===== src/rtl/instr_encoder_if.sv =====
// Field-bundle input handshake, IM write port and load status for instr_encoder.
interface instr_encoder_if #(
    parameter int DEPTH = 1024
) ();
    localparam int CW = $clog2(DEPTH + 1);

    // Field bundle, valid/ready handshake
    logic          in_valid;
    logic          in_ready;
    logic [1:0]    fmt;
    logic [5:0]    opCode;
    logic [4:0]    rs;
    logic [4:0]    rt;
    logic [4:0]    rd;
    logic [4:0]    shamt;
    logic [5:0]    func;
    logic [15:0]   imm;
    logic [25:0]   index;
    logic [31:0]   raw;
    logic          finish;

    // Instruction-memory write request, held until acknowledged
    logic          im_we;
    logic [31:0]   im_addr;
    logic [31:0]   im_wdata;
    logic          im_ack;

    // Load status
    logic [CW-1:0] count;
    logic          done;
    logic          err;

    modport master (
        output in_valid, fmt, opCode, rs, rt, rd, shamt, func, imm, index, raw, finish, im_ack,
        input  in_ready, im_we, im_addr, im_wdata, count, done, err
    );

    modport slave (
        input  in_valid, fmt, opCode, rs, rt, rd, shamt, func, imm, index, raw, finish, im_ack,
        output in_ready, im_we, im_addr, im_wdata, count, done, err
    );
endinterface


===== src/rtl/instr_encoder.sv =====
// Assembles MIPS instruction words from R/I/J/raw field bundles and streams
// them into instruction memory at consecutive word addresses from BASE_ADDR.
module instr_encoder #(
    parameter logic [31:0] BASE_ADDR = 32'h0000_3000,
    parameter int          DEPTH     = 1024,
    localparam int         CW        = $clog2(DEPTH + 1)
) (
    input logic            clk,
    input logic            reset,
    instr_encoder_if.slave bus
);
    localparam logic [1:0] ST_IDLE  = 2'd0;
    localparam logic [1:0] ST_WRITE = 2'd1;
    localparam logic [1:0] ST_DONE  = 2'd2;

    localparam logic [1:0] FMT_R   = 2'd0;
    localparam logic [1:0] FMT_I   = 2'd1;
    localparam logic [1:0] FMT_J   = 2'd2;

    localparam logic [CW-1:0] LP_DEPTH = CW'(DEPTH);

    logic [1:0]    r_state;
    logic          r_im_we;
    logic [31:0]   r_im_addr;
    logic [31:0]   r_im_wdata;
    logic [CW-1:0] r_count;
    logic          r_done;
    logic          r_err;
    logic          r_pending_finish;

    logic [31:0]   w_word;
    logic          w_full;
    logic          w_in_ready;
    logic          w_accept;
    logic [31:0]   w_next_addr;

    // Assemble the instruction word for the selected format; unused fields are ignored.
    always_comb begin
        // NOTE: default first so every path assigns w_word and no latch is inferred.
        w_word = bus.raw;
        case (bus.fmt)
            FMT_R:   w_word = {bus.opCode, bus.rs, bus.rt, bus.rd, bus.shamt, bus.func};
            FMT_I:   w_word = {bus.opCode, bus.rs, bus.rt, bus.imm};
            FMT_J:   w_word = {bus.opCode, bus.index};
            default: w_word = bus.raw;
        endcase
    end

    // count never exceeds DEPTH, so "full" is the same test as !(count < DEPTH).
    assign w_full      = (r_count == LP_DEPTH);
    // Moore ready: depends on state only, held low while reset is asserted.
    assign w_in_ready  = (r_state == ST_IDLE) && !w_full && !r_done && !reset;
    assign w_accept    = bus.in_valid && w_in_ready;
    assign w_next_addr = BASE_ADDR + (32'(r_count) << 2);

    // Load sequencer: accept a bundle in IDLE, hold the IM write in WRITE until ack, park in DONE.
    always_ff @(posedge clk) begin
        if (reset) begin
            // NOTE: sequential state uses non-blocking assignments so all registers update together.
            r_state          <= ST_IDLE;
            r_im_we          <= 1'b0;
            r_im_addr        <= BASE_ADDR;
            r_im_wdata       <= 32'h0;
            r_count          <= '0;
            r_done           <= 1'b0;
            r_err            <= 1'b0;
            r_pending_finish <= 1'b0;
        end else begin
            case (r_state)
                ST_IDLE: begin
                    if (w_accept) begin
                        r_im_wdata       <= w_word;
                        r_im_addr        <= w_next_addr;
                        r_im_we          <= 1'b1;
                        r_state          <= ST_WRITE;
                        r_pending_finish <= bus.finish;
                    end else if (bus.finish && !r_pending_finish) begin
                        r_state <= ST_DONE;
                        r_done  <= 1'b1;
                    end
                    // A push against a full memory is refused and flagged.
                    if (bus.in_valid && w_full) begin
                        r_err <= 1'b1;
                    end
                end
                ST_WRITE: begin
                    if (bus.im_ack) begin
                        r_count          <= r_count + CW'(1);
                        r_im_we          <= 1'b0;
                        r_pending_finish <= 1'b0;
                        if (r_pending_finish || bus.finish) begin
                            r_state <= ST_DONE;
                            r_done  <= 1'b1;
                        end else begin
                            r_state <= ST_IDLE;
                        end
                    end else if (bus.finish) begin
                        r_pending_finish <= 1'b1;
                    end
                end
                ST_DONE: begin
                    r_im_we <= 1'b0;
                end
                default: begin
                    r_state <= ST_IDLE;
                    r_im_we <= 1'b0;
                end
            endcase
        end
    end

    assign bus.in_ready = w_in_ready;
    assign bus.im_we    = r_im_we;
    assign bus.im_addr  = r_im_addr;
    assign bus.im_wdata = r_im_wdata;
    assign bus.count    = r_count;
    assign bus.done     = r_done;
    assign bus.err      = r_err;
endmodule

===== src/flat_wrapper.sv =====
// flat-port wrapper written by rule: the top's interface ports become plain ports
module instr_encoder_flat 
#(
    parameter logic [31:0] BASE_ADDR = 32'h0000_3000,
    parameter int          DEPTH     = 1024,
    localparam int         CW        = $clog2(DEPTH + 1)
)
  (clk, reset, bus_in_valid, bus_fmt, bus_opCode, bus_rs, bus_rt, bus_rd, bus_shamt, bus_func, bus_imm, bus_index, bus_raw, bus_finish, bus_im_ack, bus_in_ready, bus_im_we, bus_im_addr, bus_im_wdata, bus_count, bus_done, bus_err);
  instr_encoder_if #(.DEPTH(DEPTH)) bus_i ();
  input logic clk;
  input logic reset;
  input wire logic [$bits(bus_i.in_valid)-1:0] bus_in_valid;
  input wire logic [$bits(bus_i.fmt)-1:0] bus_fmt;
  input wire logic [$bits(bus_i.opCode)-1:0] bus_opCode;
  input wire logic [$bits(bus_i.rs)-1:0] bus_rs;
  input wire logic [$bits(bus_i.rt)-1:0] bus_rt;
  input wire logic [$bits(bus_i.rd)-1:0] bus_rd;
  input wire logic [$bits(bus_i.shamt)-1:0] bus_shamt;
  input wire logic [$bits(bus_i.func)-1:0] bus_func;
  input wire logic [$bits(bus_i.imm)-1:0] bus_imm;
  input wire logic [$bits(bus_i.index)-1:0] bus_index;
  input wire logic [$bits(bus_i.raw)-1:0] bus_raw;
  input wire logic [$bits(bus_i.finish)-1:0] bus_finish;
  input wire logic [$bits(bus_i.im_ack)-1:0] bus_im_ack;
  output wire logic [$bits(bus_i.in_ready)-1:0] bus_in_ready;
  output wire logic [$bits(bus_i.im_we)-1:0] bus_im_we;
  output wire logic [$bits(bus_i.im_addr)-1:0] bus_im_addr;
  output wire logic [$bits(bus_i.im_wdata)-1:0] bus_im_wdata;
  output wire logic [$bits(bus_i.count)-1:0] bus_count;
  output wire logic [$bits(bus_i.done)-1:0] bus_done;
  output wire logic [$bits(bus_i.err)-1:0] bus_err;
  assign bus_i.in_valid = bus_in_valid;
  assign bus_i.fmt = bus_fmt;
  assign bus_i.opCode = bus_opCode;
  assign bus_i.rs = bus_rs;
  assign bus_i.rt = bus_rt;
  assign bus_i.rd = bus_rd;
  assign bus_i.shamt = bus_shamt;
  assign bus_i.func = bus_func;
  assign bus_i.imm = bus_imm;
  assign bus_i.index = bus_index;
  assign bus_i.raw = bus_raw;
  assign bus_i.finish = bus_finish;
  assign bus_i.im_ack = bus_im_ack;
  assign bus_in_ready = bus_i.in_ready;
  assign bus_im_we = bus_i.im_we;
  assign bus_im_addr = bus_i.im_addr;
  assign bus_im_wdata = bus_i.im_wdata;
  assign bus_count = bus_i.count;
  assign bus_done = bus_i.done;
  assign bus_err = bus_i.err;
  instr_encoder #(.BASE_ADDR(BASE_ADDR), .DEPTH(DEPTH)) u_core (.clk(clk), .reset(reset), .bus(bus_i));
endmodule

===== config.mk =====
export PLATFORM = sky130hd
export DESIGN_NAME = instr_encoder_flat
export DESIGN_NICKNAME = d
export VERILOG_FILES = /design/src/rtl/instr_encoder_if.sv /design/src/rtl/instr_encoder.sv /design/src/flat_wrapper.sv
export SDC_FILE = /design/constraint.sdc
export NUM_CORES = 1
export LEC_CHECK = 0
export CAP_MARGIN = 10
export CORE_AREA = 8 8 108 110
export DETAILED_ROUTE_END_ITERATION = 7
export DIE_AREA = 0 0 116 118
export HOLD_SLACK_MARGIN = 0.08
export PLACE_DENSITY = 0.76
export SLEW_MARGIN = 25
export SYNTH_ARGS = -nofsm -noshare
export SYNTH_HDL_FRONTEND = slang
export SYNTH_SLANG_ARGS = --single-unit

===== constraint.sdc =====
create_clock -name clk -period 1.7 [get_ports clk]
set_input_delay 0.34 -clock clk [delete_from_list [all_inputs] [get_ports clk]]
set_output_delay 0.34 -clock clk [all_outputs]
set_load 0.02 [all_outputs]

Yosys cells after proc, flatten, opt, wreduce, memory -nomap -nowiden

Cells that the tools add are included.

Output and inout port bits: 79
Bits in registers: 81
Bits of input ports: 113
Word-level logic and storage cells: 62

Equal/unequal tests: 12
Reduce and logical (&&, ||, !) cells: 21
$add $sub $neg: 2
Bitwise gates (word level): 1
Mux-type cells: 18

Operators with widths:

| kind                     | number |
|---|---|
| $pmux W32 S3             | 1 |
| $add A14 B13 Y15 const A | 1 |
| $add A11 B1 Y11 const B  | 1 |
| $eq A11 B11 Y1 const B   | 1 |
| $mux W1                  | 9 |
| $mux W2                  | 4 |
| $reduce_and A2 Y1        | 4 |
| $logic_and A1 B1 Y1      | 6 |
| $ne A2 B2 Y1 const B     | 3 |
| $pmux W1 S2              | 3 |
| $pmux W2 S3              | 1 |
| $reduce_and A3 Y1        | 2 |
| $reduce_and A5 Y1        | 1 |
| $eq A2 B1 Y1 const B     | 2 |
| $eq A2 B2 Y1 const B     | 2 |
| $logic_not A1 Y1         | 4 |
| $logic_not A2 Y1         | 2 |
| $ne A2 B1 Y1 const B     | 2 |
| $ne A3 B2 Y1 const B     | 1 |
| $ne A3 B3 Y1 const B     | 1 |
| $reduce_bool A2 Y1       | 1 |
| $logic_or A1 B1 Y1       | 1 |
| $not A1 Y1               | 1 |

Depth between registers and ports, before layout

Gate-level depths: netlist of the first run.

Depth after elaboration: 8
Gate-level depth with buffers: 8
Mapped depth without buffers: 6

Worst setup path before layout of the first run

OpenSTA, ideal clock, no wires.

Path type: flip-flop to flip-flop
Start point: register u_core.r_count[0], in the netlist u_core.bus.count[0]
End point: register u_core.r_im_wdata[29], in the netlist u_core.bus.im_wdata[29]
Data required time: 1,567 ps
Buffers on the path: 2
Clock period less this slack: 1,928 ps
Library setup time: 133 ps
Arrival: 1,795 ps
Slack: -228 ps
Stages on the path, launching flop included: 9
Path through: dfxtp_1 -> inv_1 -> ha_1 -> or4b_4 -> o311a_1 -> buf_6 -> buf_6 -> a21oi_2 -> a311oi_2

Word-level cells in the longest chain between the ends: 7

Ends and longest elaborated chain:

| what                              | RTL line            | RTL |
|---|---|---|
| start: declaration                | instr_encoder.sv:26 | `logic [CW-1:0] r_count;` |
| start signal: assignment          | instr_encoder.sv:88 | `r_count <= r_count + CW'(1);` |
| $eq A11 B11 Y1                    | instr_encoder.sv:50 | `assign w_full = (r_count == LP_DEPTH);` |
| $logic_not A1 Y1                  | instr_encoder.sv:52 | `assign w_in_ready = (r_state == ST_IDLE) && !w_full && !r_done && !reset;` |
| $logic_and A1 B1 Y1 (3 in series) | instr_encoder.sv:52 |  |
| $logic_and A1 B1 Y1               | instr_encoder.sv:53 | `assign w_accept = bus.in_valid && w_in_ready;` |
| $reduce_and A2 Y1 (no line)       | -                   |  |
| end signal: assignment            | instr_encoder.sv:72 | `r_im_wdata <= w_word;` |
| end: declaration                  | instr_encoder.sv:25 | `logic [31:0] r_im_wdata;` |

No other way between the ends.
A chain may end at the register's enable or synchronous reset.

Worst setup path in the final report of the first run

Start point: register u_core.r_count[1], in the netlist u_core.bus.count[1]
End point: register u_core.r_pending_finish

Word-level cells in the longest chain between the ends: 8

Ends and longest elaborated chain:

| what                              | RTL line            | RTL |
|---|---|---|
| $eq A11 B11 Y1                    | instr_encoder.sv:50 |  |
| $logic_not A1 Y1                  | instr_encoder.sv:52 |  |
| $logic_and A1 B1 Y1 (3 in series) | instr_encoder.sv:52 |  |
| $logic_and A1 B1 Y1               | instr_encoder.sv:53 |  |
| $ne A2 B1 Y1 (no line)            | -                   |  |
| $reduce_and A3 Y1 (no line)       | -                   |  |
| end signal: assignment            | instr_encoder.sv:76 | `r_pending_finish <= bus.finish;` |
| end: declaration                  | instr_encoder.sv:29 | `logic r_pending_finish;` |

No other way between the ends.

==> run metrics, run 1 <==
clk slew on worst S/H paths around 0.070 ns; share of flip-flops with an asynchronous set or reset 0%; Post-Synth Simple-Gate Area between 10% and 20%; worst-margin pin slew a little under 0.7 ns; failing checks negative setup slack; largest family of logic cells by synthesized area compound AO/OA/AOI/OAI gates; reg2reg end u_core.r_pending_finish; Max IR drop VDD 484.6 uV; Seq cells post-synth a little over 60; HPWL Detailed about 9.0 mm; Fin Hold WS 0.4751 ns; pin count of the biggest net entering global routing between 60 and 70; final antenna-violating net count 0; fraction of power spent switching nets 34.46%; final worst setup slack -0.3416 ns; flop-to-flop setup slack -0.34 ns; number of synthesized flops with an enable pin 0; leakage power 2.135 nW; Area Overhead vs Synth 68.15%; switching pwr about 1.8 mW; DRT Wirelength around 12 mm; Pre-antenna DRT Iters 4; CP Data Required Time between 1.5 and 2 ns; area share of the largest cell type after synthesis 35.61%; Clock power frac between 20% and 30%; Vias roughly 3.5k; Syn Std Cell Area approximately 0.0034 mm^2; Hold Startpoint u_core.bus.im_wdata[11]; Power Internal roughly 3.4 mW; PortBufs 172; Crit Path Class flop to flop; Final Hold Fails 0; H-tree depth 3; Critical Path Fanout Max 10; Buf/Inv on CP 4; ranking of synthesized cells by area dfxtp_1 (36%), mux4_2 (11%), buf_4 (7.2%), a21oi_1 (6.7%), o21ai_0 (5.8%); final instance area between 0.005 and 0.006 mm^2; slowest stage delay, CP between 0.4 and 0.5 ns; Placed Cells just under 700; # rows 37; share of post-route cells with drive strength above 1 20.43%; Finished Layout Cells 699; Seq/Total Area, Yosys between 30 and 40%; Initial Utilization approximately a third; syn_area_per_cell 8.908 um^2; initial antenna violation count 0; TritonCTS sink count 61; Peak Freq 0.4898 GHz; Die Span X 116 um; Wirelength per Cell 17.29 um; Hold Path End u_core.bus.im_wdata[11]; dpl ws -0.5192 ns; Worst Reg2Reg Path Length in Cells 9; worst clock skew 0.01018 ns; Arr. time, crit path around 2.3 ns; gp weighted congestion just over 0.8; slew margin rel. between 50% and 60%; vias in the first global route 3,760; CTS tree done; Pwr Density about 900 mW/mm^2; Critical Path Sink Type flop; RSZ-0062 raised after global routing yes; endpoints failing setup 50; clock latency at the later pin of the worst-skew pair 0.32 ns; Yosys warnings 0; CP delay by family, top buffers and inverters; total CTS buffers 9; drt drc 0; # nets final ~670; first-pass GRT wire length approximately 19 mm; Comb pwr share 41.2%; total power 5.207 mW; Sequential Power Share approximately a third; CP startpoint kind flop; clk root buf clkbuf_8; Synth Area in XOR/XNOR around 2.3%; slowest CP cell or4b_4; core area approximately 0.010 mm^2; multiplexer share of the synthesized area a little over an eighth; Die Ht between 100 and 150 um; n_diodes 0; Max Buffers Root-to-Sink 2; full die area around 0.014 mm^2; top_reg_cell synth dfxtp_1; DR vias/cell between 5 and 6; GR Overflow Total 0; compound-cell area share of the yosys netlist between 20 and 25%; type of the worst min-delay path flop to flop; crit share post-route 120.1%; Ports approximately 190; cts-stage hold buffer count 0; Placed Area around 0.0053 mm^2; Slew Limit Fails 0; All-Layer GR Usage 17.36%; RR Startpoint u_core.bus.count[1]; DR iter-0 viols 150; largest area contributor in the netlist dfxtp_1; Tmin final slightly above 2 ns; CP Cell Sequence inv_2 > ha_1 > or4b_4 > buf_6 > o311ai_4 > buf_12 > buf_4 > a21oi_2 > a32o_1; hold depth 2; Syn Inst Count between 300 and 400; status complete, but fails checks; Synth cell types between 40 and 50; maxcap violations 0; adder-cell share of the synthesized area less than 1%
synth_stat cells (all sizes together), types with 4 or more instances:
master,number
mux2i,10
nor3,4
clkbuf,22
o2111ai,10
a21oi,49
nand2,23
nor2,16
mux4,16
nand3,37
buf,44
nor4,5
inv,7
a311oi,6
o21ai,41
dfxtp,61
xnor2,8
cell usage in the layout (no fill, tap or decap), types with 3 or more instances in the layout:
cell / instances
a21oi_1: 42
a21oi_2: 5
a311oi_1: 4
buf_12: 7
buf_2: 3
buf_4: 29
clkbuf_8: 10
clkdlybuf4s50_1: 152
conb_1: 19
dfxtp_1: 59
dlygate4sd2_1: 14
inv_1: 5
mux2i_1: 10
mux4_2: 16
nand2_1: 22
nand3_1: 30
nand3_2: 7
nor2_1: 14
nor3_1: 3
nor4_1: 3
o2111ai_2: 9
o21ai_0: 36
o21ai_1: 5
xnor2_1: 8
layer usage:
| metal | share of wire, % | vias to the layer above | GRT usage [%] |
|---|---|---|---|
| met2 | 49 | 150 | 29.75 |
| met1 | 39 | 1668 | 19.18 |
| met4 | 1.6 | 0 | 6.002 |
| met3 | 10 | 15 | 6.157 |
| met5 | 0 | - | 0 |
| li1 | - | 1707 | - |
metrics by stage:
stage / utilization, % / setup TNS (ns)
2_1_floorplan: - / -5.913
3_3_place_gp: 53.39 / -17.29
3_5_place_dp: 53.39 / -18.27
4_1_cts: 56.49 / -14.16
5_1_grt: 57.67 / -19.16
6_report: 57.67 / -14.94
power by group through the flow:
stage                     Clock [mW]  Combinational, mW  Sequential, mW
after floorplan                    0              0.972            1.82
final                           1.41               2.15            1.65
after detailed placement           0               1.99            1.68
after global placement             0               1.96            1.68
after global routing            1.51               2.31            1.67
after CTS                       1.45               2.07            1.65
registers in the layout, indices dropped and copies added, names as in the netlist:
name / cells
u_core.bus.err: 1
u_core.bus.done: 1
u_core.r_pending_finish: 1
u_core.bus.im_we: 1
u_core.bus.count: 11
u_core.r_state: 2
u_core.bus.im_addr: 12
u_core.bus.im_wdata: 32
worst max-delay path by stage:
| stage | start | endpoint | depth (start not counted) |
|---|---|---|---|
| floorplan | u_core.bus.count[0] | u_core.bus.im_wdata[31] | 8 |
| global placement | u_core.bus.count[0] | bus_in_ready | 6 |
| detailed placement | u_core.bus.count[0] | bus_in_ready | 6 |
| CTS | u_core.bus.count[1] | u_core.bus.im_wdata[28] | 8 |
| global route | u_core.bus.count[1] | u_core.bus.im_addr[4] | 9 |
| finish | u_core.bus.count[1] | u_core.r_pending_finish | 9 |
tightest hold or removal path: stages (launching register included):
cell and delay (ns):
dfxtp_1 0.31, o21ai_0 0.06, a21oi_1 0.06
cells by family after synthesis:
family | Yosys count
compound gates | 115
xor+xnor | 9
fa+ha+maj | 2
buf+inv | 74
flops | 61
mux | 26
other cells | 1
simple gates | 97
final cells by class:
cell class / count / area [um^2]
Clock inverter: 4 / 72.57
Clock buffer: 11 / 141.4
Fill cell: 900 / 4233
Sequential cell: 61 / 1224
Multi-Input combinational cell: 268 / 2003
Timing Repair Buffer: 212 / 2130
Inverter: 7 / 26.28
Tap cell: 136 / 170.2
timing repair:
action,4_1_cts,5_1_grt
pin swaps,10,5
resized for setup,38,13
buffers inserted,1,2
cloned,0,3
setup endpoints to repair,62,52
Note: power is estimated with default switching activity, not from simulation.
==> inputs of run 2 (changes only) <==
Settings changed: REMOVE_ABC_BUFFERS set to 1, SETUP_SLACK_MARGIN set to 0.1, SLEW_MARGIN 25 to 0.
==> run 2 against run 1 <==
Compared with the run above: the run still ends with negative setup slack left; power decreased by 0.24%; first-iteration DRC count increased by 19%; clock power about the same; via count increased by 3.2%; combinational power about the same.
==> run metrics, run 2 (synthesis results as in run 1) <==
Final Core Density 57.96% (was 57.67%); final antenna-violating net count 0 (unchanged); RSZ-0062 raised after global routing yes (unchanged); endpoints failing setup 50 (unchanged); Wirelength per Cell 18.16 um (was 17.29 um); clk slew on worst S/H paths 0.08 ns (was 0.07 ns); cts-stage hold buffer count 0 (unchanged); first-pass GRT wire length 20.14 mm (was 19.28 mm); PortBufs 172 (unchanged); Sequential Power Share 31.7% (was 31.8%); dpl ws -0.5261 ns (was -0.5192 ns); Fill cells 867 (was 900); maxcap violations 0 (unchanged); final worst setup slack -0.4430 ns (was -0.3416 ns); initial antenna violation count 0 (unchanged); CTS tree done (unchanged); crit share post-route 126.1% (was 120.1%); share of post-route cells with drive strength above 1 22.05% (was 20.43%); Placed Area 0.005303 mm^2 (was 0.005339 mm^2); gp weighted congestion 0.8323 (was 0.8105); DRT Wirelength 12.76 mm (was 12.09 mm); leakage power 2.325 nW (was 2.135 nW); type of the worst min-delay path input pin to flop (was flop to flop); Ports 192 (unchanged); Comb pwr share 41.1% (was 41.2%); failing checks negative setup slack (unchanged); switching pwr 1.882 mW (was 1.795 mW); Largest register FFs 32 (unchanged); TritonCTS sink count 61 (unchanged); final instance area 0.005796 mm^2 (was 0.005767 mm^2); drt drc 0 (unchanged); Area Overhead vs Synth 68.99% (was 68.15%); status complete, but fails checks (unchanged); core area 0.01000 mm^2 (unchanged); # nets final 677 (was 674); Arr. time, crit path 1.80 ns (was 2.26 ns); total CTS buffers 9 (unchanged); DR iter-0 viols 178 (was 150); Die Ht 118 um (unchanged); # rows 37 (unchanged); CP Data Required Time 1.36 ns (was 1.92 ns); Power Internal 3.313 mW (was 3.412 mW); Finished Layout Cells 703 (was 699); Peak Freq 0.4666 GHz (was 0.4898 GHz); n_diodes 0 (unchanged); worst-margin pin slew 0.5936 ns (was 0.6805 ns); Vias 3,654 (was 3,540); Die Span X 116 um (unchanged); vias in the first global route 4,013 (was 3,760); most common cell after layout, fill and taps aside clkdlybuf4s50_1 (unchanged); HPWL Detailed 9.193 mm (was 8.987 mm); GR Overflow Total 0 (unchanged); H-tree depth 3 (unchanged); Max IR drop VDD 414.0 uV (was 484.6 uV); All-Layer GR Usage 18.41% (was 17.36%); most frequent cells in the layout clkdlybuf4s50_1 (110), dfxtp_1 (60), dlygate4sd2_1 (59) (was clkdlybuf4s50_1 (152), dfxtp_1 (59), a21oi_1 (42)); Crit Path Class flop to output port (was flop to flop); Placed Cells 679 (was 678); Initial Utilization 34.30% (unchanged); Final Hold Fails 0 (unchanged); Fin Hold WS 0.3946 ns (was 0.4751 ns); CP startpoint kind flop (unchanged); DR vias/cell 5.198 (was 5.064); Tmin final 2.143 ns (was 2.042 ns); Pwr Density 896.3 mW/mm^2 (was 902.9 mW/mm^2); pin count of the biggest net entering global routing 54 (was 64); Critical Path Sink Type output port (was flop); clk root buf clkbuf_8 (unchanged); fraction of power spent switching nets 36.22% (was 34.46%); Clock power frac 27.3% (was 27.0%); Pre-antenna DRT Iters 4 (unchanged); Slew Limit Fails 0 (unchanged); full die area 0.01369 mm^2 (unchanged); Critical Path Fanout Max 2 (was 10); slew margin rel. 60.42% (was 54.63%); Max Buffers Root-to-Sink 2 (unchanged); clock latency at the later pin of the worst-skew pair 0.34 ns (was 0.32 ns); worst clock skew 0.01321 ns (was 0.01018 ns)
[run 2: cell count changes in the layout (fill, tap and decap cells not counted), moves of 3 or more]
| cell | delta |
|---|---|
| buf_6 | +3 |
| clkdlybuf4s50_1 | -42 |
| dlygate4sd2_1 | +45 |
| o21ai_0 | +3 |
| o21ai_1 | -4 |
[run 2: through the flow]
stage	total power, mW	setup TNS (ns)
after floorplan	2.550	-33.68
after global placement	3.572	-16.61
after detailed placement	3.626	-19.08
after CTS	5.077	-15.67
after global routing	5.478	-21.93
final	5.195	-18.53
[run 2: final timing paths]
kind	start	endpoint	slack (ns)	cells after the start
min	reset	u_core.bus.im_addr[4]	0.39	3
min reg2reg	u_core.bus.im_wdata[0]	u_core.bus.im_wdata[0]	0.47	2
max	u_core.bus.count[0]	bus_in_ready	-0.44	6
max reg2reg	u_core.bus.count[0]	u_core.bus.im_wdata[27]	-0.44	8
[run 2: critical path, stage by stage, from the launching register on]
cell	delay, ns
dfxtp_2	0.33
inv_2	0.04
ha_2	0.15
or4b_4	0.49
nor3_4	0.22
nor4_1	0.07
buf_2	0.16
[run 2: routing by layer]
metal	vias up	track usage, %	share of wire [%]
met5	-	0	0
met4	0	6.002	1.7
met3	16	8.671	11
met2	170	32.18	51
met1	1750	18.69	37
li1	1718	-	-
[run 2: timing repair]
item,in CTS,in global routing
gates cloned,1,4
hold endpoints to repair,0,0
buffers inserted,1,2
setup endpoints to repair,110,53
pin swaps,10,19
gates resized for setup,89,21
[run 2: final cells by class]
cell class	count	area (um^2)	area share (%)
clock buffer	9	123.9	2.137
clock inverter	7	90.09	1.554
inverter	7	26.28	0.4534
multi-input combinational	268	2041	35.21
sequential	61	1222	21.09
tap	136	170.2	2.936
timing repair buffer	215	2122	36.61
[run 2: power groups by stage]
stage	Sequential (mW)	Combinational, mW	Clock [mW]
floorplan	1.84	0.706	0
global placement	1.67	1.90	0
detailed placement	1.68	1.95	0
CTS	1.64	1.99	1.45
global route	1.66	2.29	1.53
finish	1.64	2.13	1.42
